==> src/rtl/mem_stage.sv <==
// mem_stage: MIPS32 memory-access stage between EX and WB.
// Issues loads and stores to a synchronous data SRAM in the cycle the
// instruction is accepted from EX. An occupancy FSM (EMPTY/FRESH/HOLD)
// captures SRAM read data while WB stalls. Load data is aligned and
// extended before it is presented to WB.
// Optional build macro: MEM_ALIGN_CHECK_EN enables misaligned-access
// detection (suppresses the SRAM access, sets wb_ade, clears wb_rf_we).
// Reset is synchronous and active-low.
//
// state | meaning
// EMPTY | no instruction held for WB
// FRESH | instruction held; SRAM read data is on data_sram_rdata now
// HOLD  | instruction held; SRAM read data latched in hold_q
module mem_stage #(
  parameter logic [31:0] RESET_PC = 32'h0000_0000
) (
  input  logic        clk,
  input  logic        reset,
  input  logic        ex_valid_in,
  output logic        mem_allowin,
  input  logic [31:0] ex_pc,
  input  logic [31:0] ex_alu_result,
  input  logic [31:0] ex_store_data,
  input  logic        ex_mem_read,
  input  logic        ex_mem_write,
  input  logic [1:0]  ex_mem_size,
  input  logic        ex_mem_sign,
  input  logic        ex_rf_we,
  input  logic [4:0]  ex_dest,
  output logic        data_sram_en,
  output logic [3:0]  data_sram_wen,
  output logic [31:0] data_sram_addr,
  output logic [31:0] data_sram_wdata,
  input  logic [31:0] data_sram_rdata,
  input  logic        wb_allowin,
  output logic        wb_valid,
  output logic [31:0] wb_pc,
  output logic        wb_rf_we,
  output logic [4:0]  wb_dest,
  output logic [31:0] wb_data,
  output logic        wb_ade
);

  typedef enum logic [1:0] {
    EMPTY = 2'd0,
    FRESH = 2'd1,
    HOLD  = 2'd2
  } state_t;

  state_t      state_q;
  logic [31:0] pc_q;
  logic [31:0] alu_q;
  logic        mem_read_q;
  logic [1:0]  mem_size_q;
  logic        mem_sign_q;
  logic        rf_we_q;
  logic [4:0]  dest_q;
  logic        ade_q;
  logic [31:0] hold_q;

  logic        accept;
  logic        misalign;
  logic        mem_op;
  logic [3:0]  wen_d;
  logic [31:0] wdata_d;
  logic [31:0] raw;
  logic [31:0] shifted;
  logic [31:0] extracted;

  assign mem_allowin = (state_q == EMPTY) || wb_allowin;
  assign accept      = ex_valid_in && mem_allowin;
  assign mem_op      = ex_mem_read || ex_mem_write;

`ifdef MEM_ALIGN_CHECK_EN
  // Half needs addr[0]==0; word (size 2 or 3) needs addr[1:0]==0.
  assign misalign = mem_op &&
                    (((ex_mem_size == 2'd1) && ex_alu_result[0]) ||
                     (ex_mem_size[1] && (ex_alu_result[1:0] != 2'b00)));
`else
  assign misalign = 1'b0;
`endif

  // Store byte-enable and lane replication from size and low address bits.
  always_comb begin
    wen_d   = 4'b0000;
    wdata_d = ex_store_data;
    case (ex_mem_size)
      2'd0: begin
        wen_d   = 4'b0001 << ex_alu_result[1:0];
        wdata_d = {4{ex_store_data[7:0]}};
      end
      2'd1: begin
        wen_d   = ex_alu_result[1] ? 4'b1100 : 4'b0011;
        wdata_d = {2{ex_store_data[15:0]}};
      end
      default: begin
        wen_d   = 4'b1111;
        wdata_d = ex_store_data;
      end
    endcase
    if (!ex_mem_write) wen_d = 4'b0000;
  end

  // The SRAM is only touched in the accept cycle and never while in reset.
  assign data_sram_en    = accept && mem_op && reset && !misalign;
  assign data_sram_wen   = data_sram_en ? wen_d : 4'b0000;
  assign data_sram_addr  = {ex_alu_result[31:2], 2'b00};
  assign data_sram_wdata = wdata_d;

  // Align and extend load data from the live SRAM bus or the held copy.
  always_comb begin
    raw       = (state_q == FRESH) ? data_sram_rdata : hold_q;
    shifted   = raw;
    extracted = raw;
    case (mem_size_q)
      2'd0: begin
        shifted   = raw >> {alu_q[1:0], 3'b000};
        extracted = {{24{mem_sign_q & shifted[7]}}, shifted[7:0]};
      end
      2'd1: begin
        shifted   = raw >> {alu_q[1], 4'b0000};
        extracted = {{16{mem_sign_q & shifted[15]}}, shifted[15:0]};
      end
      default: begin
        shifted   = raw;
        extracted = raw;
      end
    endcase
  end

  assign wb_valid = (state_q != EMPTY);
  assign wb_pc    = pc_q;
  assign wb_rf_we = rf_we_q;
  assign wb_dest  = dest_q;
  assign wb_ade   = ade_q;
  assign wb_data  = mem_read_q ? extracted : alu_q;

  // Occupancy FSM with the registered instruction payload and read-data hold.
  always_ff @(posedge clk) begin
    if (!reset) begin
      state_q    <= EMPTY;
      pc_q       <= RESET_PC;
      alu_q      <= 32'h0;
      mem_read_q <= 1'b0;
      mem_size_q <= 2'd0;
      mem_sign_q <= 1'b0;
      rf_we_q    <= 1'b0;
      dest_q     <= 5'd0;
      ade_q      <= 1'b0;
      hold_q     <= 32'h0;
    end else begin
      case (state_q)
        EMPTY: begin
          if (accept) state_q <= FRESH;
        end
        FRESH: begin
          if (!wb_allowin) begin
            state_q <= HOLD;
            hold_q  <= data_sram_rdata;
          end else if (accept) begin
            state_q <= FRESH;
          end else begin
            state_q <= EMPTY;
          end
        end
        HOLD: begin
          if (wb_allowin) state_q <= accept ? FRESH : EMPTY;
        end
        default: state_q <= EMPTY;
      endcase
      if (accept) begin
        pc_q       <= ex_pc;
        alu_q      <= ex_alu_result;
        mem_read_q <= ex_mem_read;
        mem_size_q <= ex_mem_size;
        mem_sign_q <= ex_mem_sign;
        rf_we_q    <= ex_rf_we && !misalign;
        dest_q     <= ex_dest;
        ade_q      <= misalign;
      end
    end
  end

endmodule

==> config.mk <==
export PLATFORM = sky130hd
export DESIGN_NAME = mem_stage
export DESIGN_NICKNAME = d
export VERILOG_FILES = /design/src/rtl/mem_stage.sv
export SDC_FILE = /design/constraint.sdc
export NUM_CORES = 1
export LEC_CHECK = 0
export ABC_AREA = 1
export BUFFER_PORTS_ARGS = -buffer_cell sky130_fd_sc_hd__buf_4
export CAP_MARGIN = 40
export CORE_UTILIZATION = 35
export DETAILED_ROUTE_END_ITERATION = 7
export PLACE_DENSITY = 0.65
export SYNTH_ARGS = -nofsm -noshare
export SYNTH_HDL_FRONTEND = slang
export SYNTH_SLANG_ARGS = --single-unit
export TNS_END_PERCENT = 5
==> constraint.sdc <==
create_clock -name clk -period 1.4 [get_ports clk]
set_clock_uncertainty 0.05 [all_clocks]
set_input_delay 0.07 -clock clk [delete_from_list [all_inputs] [get_ports clk]]
set_output_delay 0.07 -clock clk [all_outputs]
set_load 0.005 [all_outputs]
* Yosys cells after proc, flatten, opt, wreduce, memory -nomap -nowiden *
Index checks and enable logic that the tools add are counted.

word-level totals
  register bits after elaboration = 108
  output and inout port bits = 142

operators by class
  equality and inequality tests = 6
  shifts and indexed selects = 3
  multiplexer cells = 13
  bitwise gates (word level) = 3
  reduce and logical (&&, ||, !) cells = 11

operators with widths
  operator                                                           number
  32-bit case mux with 2 select lines                                2
  32-bit 2-to-1 mux                                                  2
  32-bit by 5-bit right shift with 16-bit output                     1
  32-bit by 5-bit right shift with 8-bit output                      1
  4-bit 2-to-1 mux                                                   3
  4-bit case mux with 2 select lines                                 1
  2-bit by 1-bit == test with 1-bit output, second input constant    3
  2-bit zero test                                                    3
  2-bit 2-to-1 mux                                                   3
  2-bit case mux with 3 select lines                                 1
  2-bit != test, second input constant                               2
  2-bit AND reduction                                                2
  1-bit by 2-bit << shifter with 4-bit output, first input constant  1
  1-bit logical AND                                                  3
  1-bit bitwise AND                                                  2
  2-bit == test, second input constant                               1
  1-bit logical OR                                                   2
  2-bit nonzero test                                                 1
  1-bit 2-to-1 mux                                                   1
  1-bit NOT                                                          1

* Logic depth before layout (Yosys ltp) *
Gate-level depths: netlist (run 1).

  word-level depth = 6
  depth in mapped cells = 12

* Least setup slack after synthesis (run 1) *
OpenSTA, ideal clock, no wires.

  path kind = register to output
  start point = reg mem_size_q[1]
  end point = out wb_data[4]
  arrival = 1.287 ns
  required time = 1.280 ns
  slack = -0.007 ns
  cell stages (with the launch flop) = 7
  cells stage by stage = dfxtp_1 buf_2 nor2_1 a21oi_2 a21oi_1 o21ai_0 o21ai_1

between the ends
  cells in the longest elaborated chain, start to end = 3
  elaborated cells on any way between the ends = 4
  classes of those cells = 1 x eq/ne; 2 x mux; 1 x reduce/logical

RTL lines
  what                                                                                line  RTL
  start, declared                                                                     54    logic [1:0] mem_size_q;
  start signal, assigned                                                              175   mem_size_q <= ex_mem_size;
  2-bit by 1-bit == test with 1-bit output / 2-bit zero test (equally long branches)  n/a
  32-bit case mux with 2 select lines *                                               115   case (mem_size_q)
  32-bit 2-to-1 mux *                                                                 136   assign wb_data = mem_read_q ? extracted : alu_q;
  end, declared                                                                       40    output logic [31:0] wb_data,

Mark *: on every way between the ends. The rest lies on a longest branch, timed or not.

* Worst setup path in the final report (run 1) *
  start point = reg state_q[1]
  end point = out wb_data[8]

between the ends
  cells in the longest elaborated chain, start to end = 6
  elaborated cells on any way between the ends = 7
  classes of those cells = 1 x eq/ne; 2 x shift; 3 x mux; 1 x bitwise

RTL lines
  what                                           line  RTL
  start, declared                                50    state_t state_q;
  start signal, assigned                         167   if (wb_allowin) state_q <= accept ? FRESH : EMPTY;
  2-bit by 1-bit == test with 1-bit output *     112   raw = (state_q == FRESH) ? data_sram_rdata : hold_q;
  32-bit 2-to-1 mux *                            112
  32-bit by 5-bit right shift with 8-bit output  117   shifted = raw >> {alu_q[1:0], 3'b000};
  1-bit bitwise AND                              118   extracted = {{24{mem_sign_q & shifted[7]}}, shifted[7:0]};
  32-bit case mux with 2 select lines *          115
  32-bit 2-to-1 mux *                            136

Marks and branches as above.

==> out/qor.csv, run 1 <==
stage,metric,value,unit
run_status,status,"complete, but fails checks",
run_status,failing checks,negative setup slack,
hold_path,Hold Crit Class,in2reg,
grt,vias in the first global route,7098,
power,Tot Pwr,9160,uW
place,DP HPWL,16000,um
logic_synthesis,Yosys top cell area share,0.356,
timing,final worst setup slack,-769,ps
logic_synthesis,"Cell Area, Synth",6080,um2
setup_path,CP Cell Sequence,inv_4 -> buf_4 -> nand3b_1 -> nand3_4 -> nand3_4 -> nand4_4 -> buf_6 -> buf_6 -> nand2_2 -> nand2_2 -> nand2_2 -> buf_6,
floorplan,Core Footprint,16800,um2
grt,first-pass GRT wire length,36200,um
setup_path,critical path startpoint,state_q[1],
route,WL final,23400,um
setup_path,required time worst endpoint,1280,ps
timing,final hold violations,0,
route,DR vias/cell,4.80,
layout,"Area growth, synth to finish",70.6,%
flow_run,Max-Cap Viols,0,
logic_synthesis,sequential area share after synthesis,0.356,
logic_synthesis,Cell variety after synth,31,
floorplan,Initial Util,0.363,
hold_path,min-delay src,data_sram_rdata[28],
setup_path,CP Max Fanout,4,
timing,fmax,461,MHz
clocking,cts bufs inserted,9,
setup_path,Critical Path End Type,output pin,
clocking,H-tree levels,3,
grt,GRT overflow,0,
grt,initial antenna violation count,0,
timing,RSZ-0062 raised after global routing,true,
hold_path,WHS Path Cells,3,
setup_path,R2R Setup Slk,-150,ps
clocking,CTS Sinks,108,
timing,Final min period,2170,ps
floorplan,num rows,47,
floorplan,I/O Pins,285,
grt,met1 Track Usage GR,0.323,
setup_path,Worst EP arrival,2050,ps
logic_synthesis,Ys Warns,0,
layout,layout cells sized above 1,0.379,
layout,Layout Nets,1443,
setup_path,"Buf+Inv Stages, Crit Path",5,
grt,gr busiest metal,met2,
floorplan,Die H,134,um
route,DRC violations left,0,
layout,most frequent cells in the layout,"335 x buf_4, 173 x nor2_1, 146 x nand2_1",
grt,largest net degree at the start of global routing,51,
logic_synthesis,cells after synthesis,916,
place,RD Place Congestion,0.877,
layout,"most common cell after layout, fill and taps aside",buf_4,
hold_path,worst hold endpoint,hold_q[28],
setup_path,CP max stage delay,360,ps
setup_path,Crit Path Class,reg2out,
logic_synthesis,Synth area leader,dfxtp_1,
timing,period utilization,1.55,
clocking,CTS tree,done,
logic_synthesis,top post-synthesis cells by area,"dfxtp_1 36%, nor2_1 11%, nand2_1 11%, o21ai_0 11%, buf_4 5.3%",
grt,GR met2 Demand/Resource,0.424,
place,placed cells,1397,
setup_path,startpoint class of the critical path,flop,
floorplan,die area,17900,um2
route,Routed Antenna Nets,0,
route,1st-iter DRT viols,482,
timing,Fin Setup TNS,-26380,ps
setup_path,Crit-path slowest cell,dfxtp_2,
power,P_leak,0.00509,uW
clocking,clk_lat worst skew,350,ps
timing,Setup Viol. Count Final,121,
logic_synthesis,Synth Area per Inst,6.63,um2
grt,met3 usage,0.0533,
layout,Ant. Diodes,0,
setup_path,reg2reg path depth,6,
grt,Global Route Usage Sum,0.253,
timing,Max Slew Vio Count,0,
timing,Hold WS,10.7,ps
power,P per Cell Area,884,nW/um2
layout,"non-filler cells, final",1525,
power,worst IR drop on VDD,0.965,mV
place,I/O Buffers,281,
route,Wirelength per Cell,15.4,um
setup_path,Crit path max-delay family,simple AND/OR/NAND/NOR gates,
setup_path,worst r2r src,state_q[1],
route,drt pass-1 iters,5,
route,via count,7314,
clocking,clk slew on worst S/H paths,80,ps
setup_path,FF-to-FF End,hold_q[26],
clocking,Clock Path Buffers,2,
floorplan,die width,134,um
clocking,Root Driver,clkbuf_16,
logic_synthesis,post-synthesis register bit count,108,
-- per-layer routing --
metal	up-vias	part of all wire
li1	3656	-
met1	3341	0.44
met3	38	0.062
met5	-	0
met4	0	0.021
met2	279	0.48
-- cell families (layout without fill, tap and decap cells) --
kind of cell,Yosys count,in the layout,share of synthesized area
other cells,1,3,0.000617
flops,108,108,0.356
buf+inv,181,568,0.155
compound gates,221,221,0.201
simple gates,405,405,0.288
-- cell usage after synthesis (all sizes together) --
cell type,count
nand2,179
nor2,178
a21oi,39
o21ai,139
or2,17
conb,1
inv,80
a211oi,21
clkinv,3
nand3,27
buf,69
nand4,2
clkbuf,29
a31oi,4
nand3b,2
o211ai,17
o31ai,1
dfxtp,108
-- timing repair --
action	4_1_cts	5_1_grt
setup buffers	5	3
gates cloned	2	2
setup endpoints to repair	135	138
endpoints found under the hold margin	104	0
resized for setup	78	100
hold buffers	102	0
pin swaps	6	20
-- power by group --
group | internal, uW | switching (uW)
Clock | 1470 | 1290
Combinational | 1570 | 1420
Sequential | 3290 | 112
Total | 6330 | 2830
-- how the worst max path moves through the flow --
stage / end / cells past startpoint
CTS: wb_data[5] / 10
detailed placement: wb_data[5] / 12
global placement: wb_data[5] / 12
global route: wb_data[8] / 12
floorplan: wb_data[21] / 11
finish: wb_data[8] / 12
-- layout make-up --
| class | instances | area [um2] |
|---|---|---|
| multi-input combinational | 629 | 3280 |
| sequential | 108 | 2170 |
| tap | 220 | 275 |
| timing repair inverter | 1 | 6.26 |
| timing repair buffer | 468 | 4000 |
| clock inverter | 6 | 77.6 |
| fill | 1486 | 6390 |
| clock buffer | 10 | 239 |
| inverter | 83 | 324 |
-- per-stage QoR --
stage	setup WS, ps	utilization	cell area [um2]
6_report	-769	0.619	10400
5_1_grt	-836	0.619	10400
4_1_cts	-686	0.605	10100
3_5_place_dp	-416	0.509	8530
3_3_place_gp	-445	0.509	8530
2_1_floorplan	-6.32	-	6090
-- worst min-delay path, delay by kind of cell --
family,cells,cell delay [ps]
compound gates,1,60
simple gates,1,120
buf+inv,1,120
-- state kept, by name (all words and copies together), names as in the netlist --
name	count
alu_q	32
hold_q	32
mem_read_q	1
mem_sign_q	1
mem_size_q	2
state_q	2
wb_dest	5
wb_pc	32
wb_rf_we	1
Note: power is estimated with default switching activity, not from simulation.
==> run 2, diff against run 1 <==
ABC_AREA = 0   (was 1)
PLACE_DENSITY = unset   (was 0.65)
==> run 2 against run 1 <==
  * The run still ends with negative setup slack left
  * Combinational power shrank 13%
  * Clock power fell by 8.3%
  * Final cell count is 3.4% lower
  * Sequential power shrank 2%
  * Critical path depth decreased by 6
  * Global-route usage grew 0.34 points
  * Non-clock buffer count grew 34
  * Fmax is 12% lower
  * Synthesized cell count is 8.8% lower
  * Worst hold slack better by 7.5 ps
  * Worst setup slack lost 280 ps
  * Sequential share of layout area down 0.82 points
==> out/qor.csv, run 2 <==
stage,metric,value,unit
layout,layout cells sized above 1,0.393,
hold_path,worst hold endpoint,alu_q[28],
logic_synthesis,cells after synthesis,835,
route,WL final,24300,um
setup_path,CP Max Fanout,3,
route,DR vias/cell,4.93,
timing,period utilization,1.75,
logic_synthesis,"Primary FF master, synth",dfxtp_1,
clocking,cts bufs inserted,9,
floorplan,die area,18600,um2
floorplan,Die H,136,um
place,I/O Buffers,281,
power,P per Cell Area,787,nW/um2
logic_synthesis,top post-synthesis cells by area,"dfxtp_1 34%, nand2_1 15%, a21boi_0 14%, mux2i_1 6.3%, buf_4 4.9%",
place,DP HPWL,17400,um
timing,Setup Viol. Count Final,112,
grt,first-pass GRT wire length,36700,um
logic_synthesis,Post-Synth Simple-Gate Area,0.214,
setup_path,CP max stage delay,530,ps
logic_synthesis,post-synthesis mux area share,0.103,
layout,FF+latch area,2170,um2
setup_path,Crit-path slowest cell,mux4_2,
floorplan,Core Footprint,17500,um2
route,drt pass-1 iters,5,
logic_synthesis,largest family of logic cells by synthesized area,compound AO/OA/AOI/OAI gates,
logic_synthesis,"Async S/R FF share, synth",0,
logic_synthesis,Post-Synth Adder-Cell Area,0,
grt,largest net degree at the start of global routing,37,
logic_synthesis,most frequent cells after synthesis,"251 x nand2_1, 119 x a21boi_0, 108 x dfxtp_1",
layout,fillers,1579,
place,RD Place Congestion,0.873,
logic_synthesis,xor/xnor share of the synthesized area,0.00139,
setup_path,Critical Path End Type,output pin,
setup_path,"Buf+Inv Stages, Crit Path",2,
grt,Global Route Usage Sum,0.257,
hold_path,min-delay src,ex_alu_result[28],
power,worst IR drop on VDD,0.539,mV
setup_path,Worst EP arrival,2330,ps
clocking,CTS Sinks,108,
layout,Ant. Diodes,0,
timing,final hold violations,0,
run_status,failing checks,negative setup slack,
floorplan,Initial Util,0.362,
logic_synthesis,"Cell Area, Synth",6320,um2
grt,GRT overflow,0,
route,Wirelength per Cell,16.5,um
timing,RSZ-0062 raised after global routing,true,
route,1st-iter DRT viols,345,
logic_synthesis,Synth Area per Inst,7.57,um2
setup_path,worst r2r src,state_q[1],
power,P_leak,0.00471,uW
logic_synthesis,Yosys top cell area share,0.342,
hold_path,WHS Path Cells,3,
logic_synthesis,post-synthesis register bit count,108,
setup_path,CP Cell Sequence,nor2b_4 -> mux4_2 -> a221o_1 -> buf_4 -> a211o_1 -> buf_6,
setup_path,Crit Path Class,reg2out,
timing,Final min period,2450,ps
setup_path,FF-to-FF End,alu_q[11],
logic_synthesis,Cell variety after synth,42,
layout,Layout Nets,1386,
logic_synthesis,Synth Area in Compound Gates,0.242,
logic_synthesis,sequential area share after synthesis,0.342,
clocking,Clock Path Buffers,2,
floorplan,num rows,48,
logic_synthesis,"count leader, synth",nand2_1,
setup_path,reg2reg path depth,8,
setup_path,required time worst endpoint,1280,ps
logic_synthesis,Post-synth EDFFs,0,
clocking,clk slew on worst S/H paths,80,ps
clocking,CTS tree,done,
timing,fmax,408,MHz
clocking,Root Driver,clkbuf_16,
layout,most frequent cells in the layout,"379 x buf_4, 247 x nand2_1, 104 x dfxtp_1",
floorplan,I/O Pins,285,
layout,"Area growth, synth to finish",70.7,%
timing,Hold WS,18.2,ps
setup_path,startpoint class of the critical path,flop,
setup_path,Crit path max-delay family,compound AO/OA/AOI/OAI gates,
timing,Fin Setup TNS,-36730,ps
clocking,H-tree levels,3,
grt,vias in the first global route,6915,
route,via count,7264,
clocking,clk_lat worst skew,350,ps
timing,final worst setup slack,-1050,ps
logic_synthesis,Ys Warns,0,
setup_path,R2R Setup Slk,-80,ps
run_status,status,"complete, but fails checks",
route,Routed Antenna Nets,0,
logic_synthesis,Synth area leader,dfxtp_1,
grt,initial antenna violation count,0,
layout,area of the multi-input gates,3820,um2
hold_path,Hold Crit Class,in2reg,
route,DRC violations left,0,
floorplan,die width,136,um
layout,"most common cell after layout, fill and taps aside",buf_4,
flow_run,Max-Cap Viols,0,
timing,Max Slew Vio Count,0,
-- run 2: worst max path at each step --
stage               cells past startpoint  slack [ps]          end       start
finish                                  6       -1050  wb_data[30]  state_q[0]
global route                            6       -1140  wb_data[30]  state_q[0]
floorplan                               7        -640  wb_data[21]  state_q[0]
CTS                                     6       -1050  wb_data[30]  state_q[0]
detailed placement                      8        -760  wb_data[15]  state_q[0]
global placement                        7        -740  wb_data[29]  state_q[0]
-- run 2: layout make-up --
cell class	instances	share of cell area
clock buffers	9	0.0209
clock inverters	7	0.00580
inverters	9	0.00313
multi-input cells	613	0.354
flip-flops and latches	108	0.201
well taps	225	0.0261
repair buffers	502	0.389
-- run 2: what timing repair did --
item | 4_1_cts | 5_1_grt
hold buffers | 102 | 0
resized for setup | 121 | 49
pin swaps | 27 | 3
buffers inserted | 2 | 0
setup endpoints to repair | 146 | 145
cloned | 0 | 0
endpoints found under the hold margin | 102 | 0
-- run 2: through the flow --
stage / power [uW] / utilization / std cells / area, um2 / setup WS, ps
floorplan: 4330 / - / 837 / 6340 / -644
global route: 8920 / 0.617 / 1473 / 10800 / -1140
CTS: 8510 / 0.610 / 1473 / 10700 / -1050
global placement: 5590 / 0.524 / 1353 / 9160 / -741
finish: 8490 / 0.617 / 1473 / 10800 / -1050
detailed placement: 5610 / 0.524 / 1353 / 9160 / -762
-- run 2: report_power, final --
| part | switching [uW] | leakage (uW) | internal [uW] |
|---|---|---|---|
| Sequential | 98.2 | 0.000887 | 3230 |
| Clock | 1290 | 0.000139 | 1250 |
| Combinational | 1130 | 0.00369 | 1480 |
-- run 2: metal layers --
layer	wire [um]	global-route usage	share of wire	up-vias
met4	518	0.0846	0.021	0
met5	0	0	0	-
li1	-	-	-	3608
met1	10100	0.319	0.42	3367
met3	1200	0.0358	0.049	30
met2	12500	0.452	0.51	259
-- run 2: worst min-delay path, delay by kind of cell --
family / cells / cell delay (ps)
AOI/OAI and AO/OA: 1 / 90
and+or+nand+nor: 1 / 100
buffers and inverters: 1 / 110
-- run 2: kinds of logic (layout without fill, tap and decap cells) --
| group | Yosys count | after routing |
|---|---|---|
| AND/OR/NAND/NOR | 331 | 331 |
| AO/OA/AOI/OAI | 218 | 218 |
| buffers and inverters | 116 | 527 |
| flip-flops | 108 | 108 |
| multiplexers | 60 | 60 |
| other | 1 | 3 |
| XOR/XNOR | 1 | 1 |
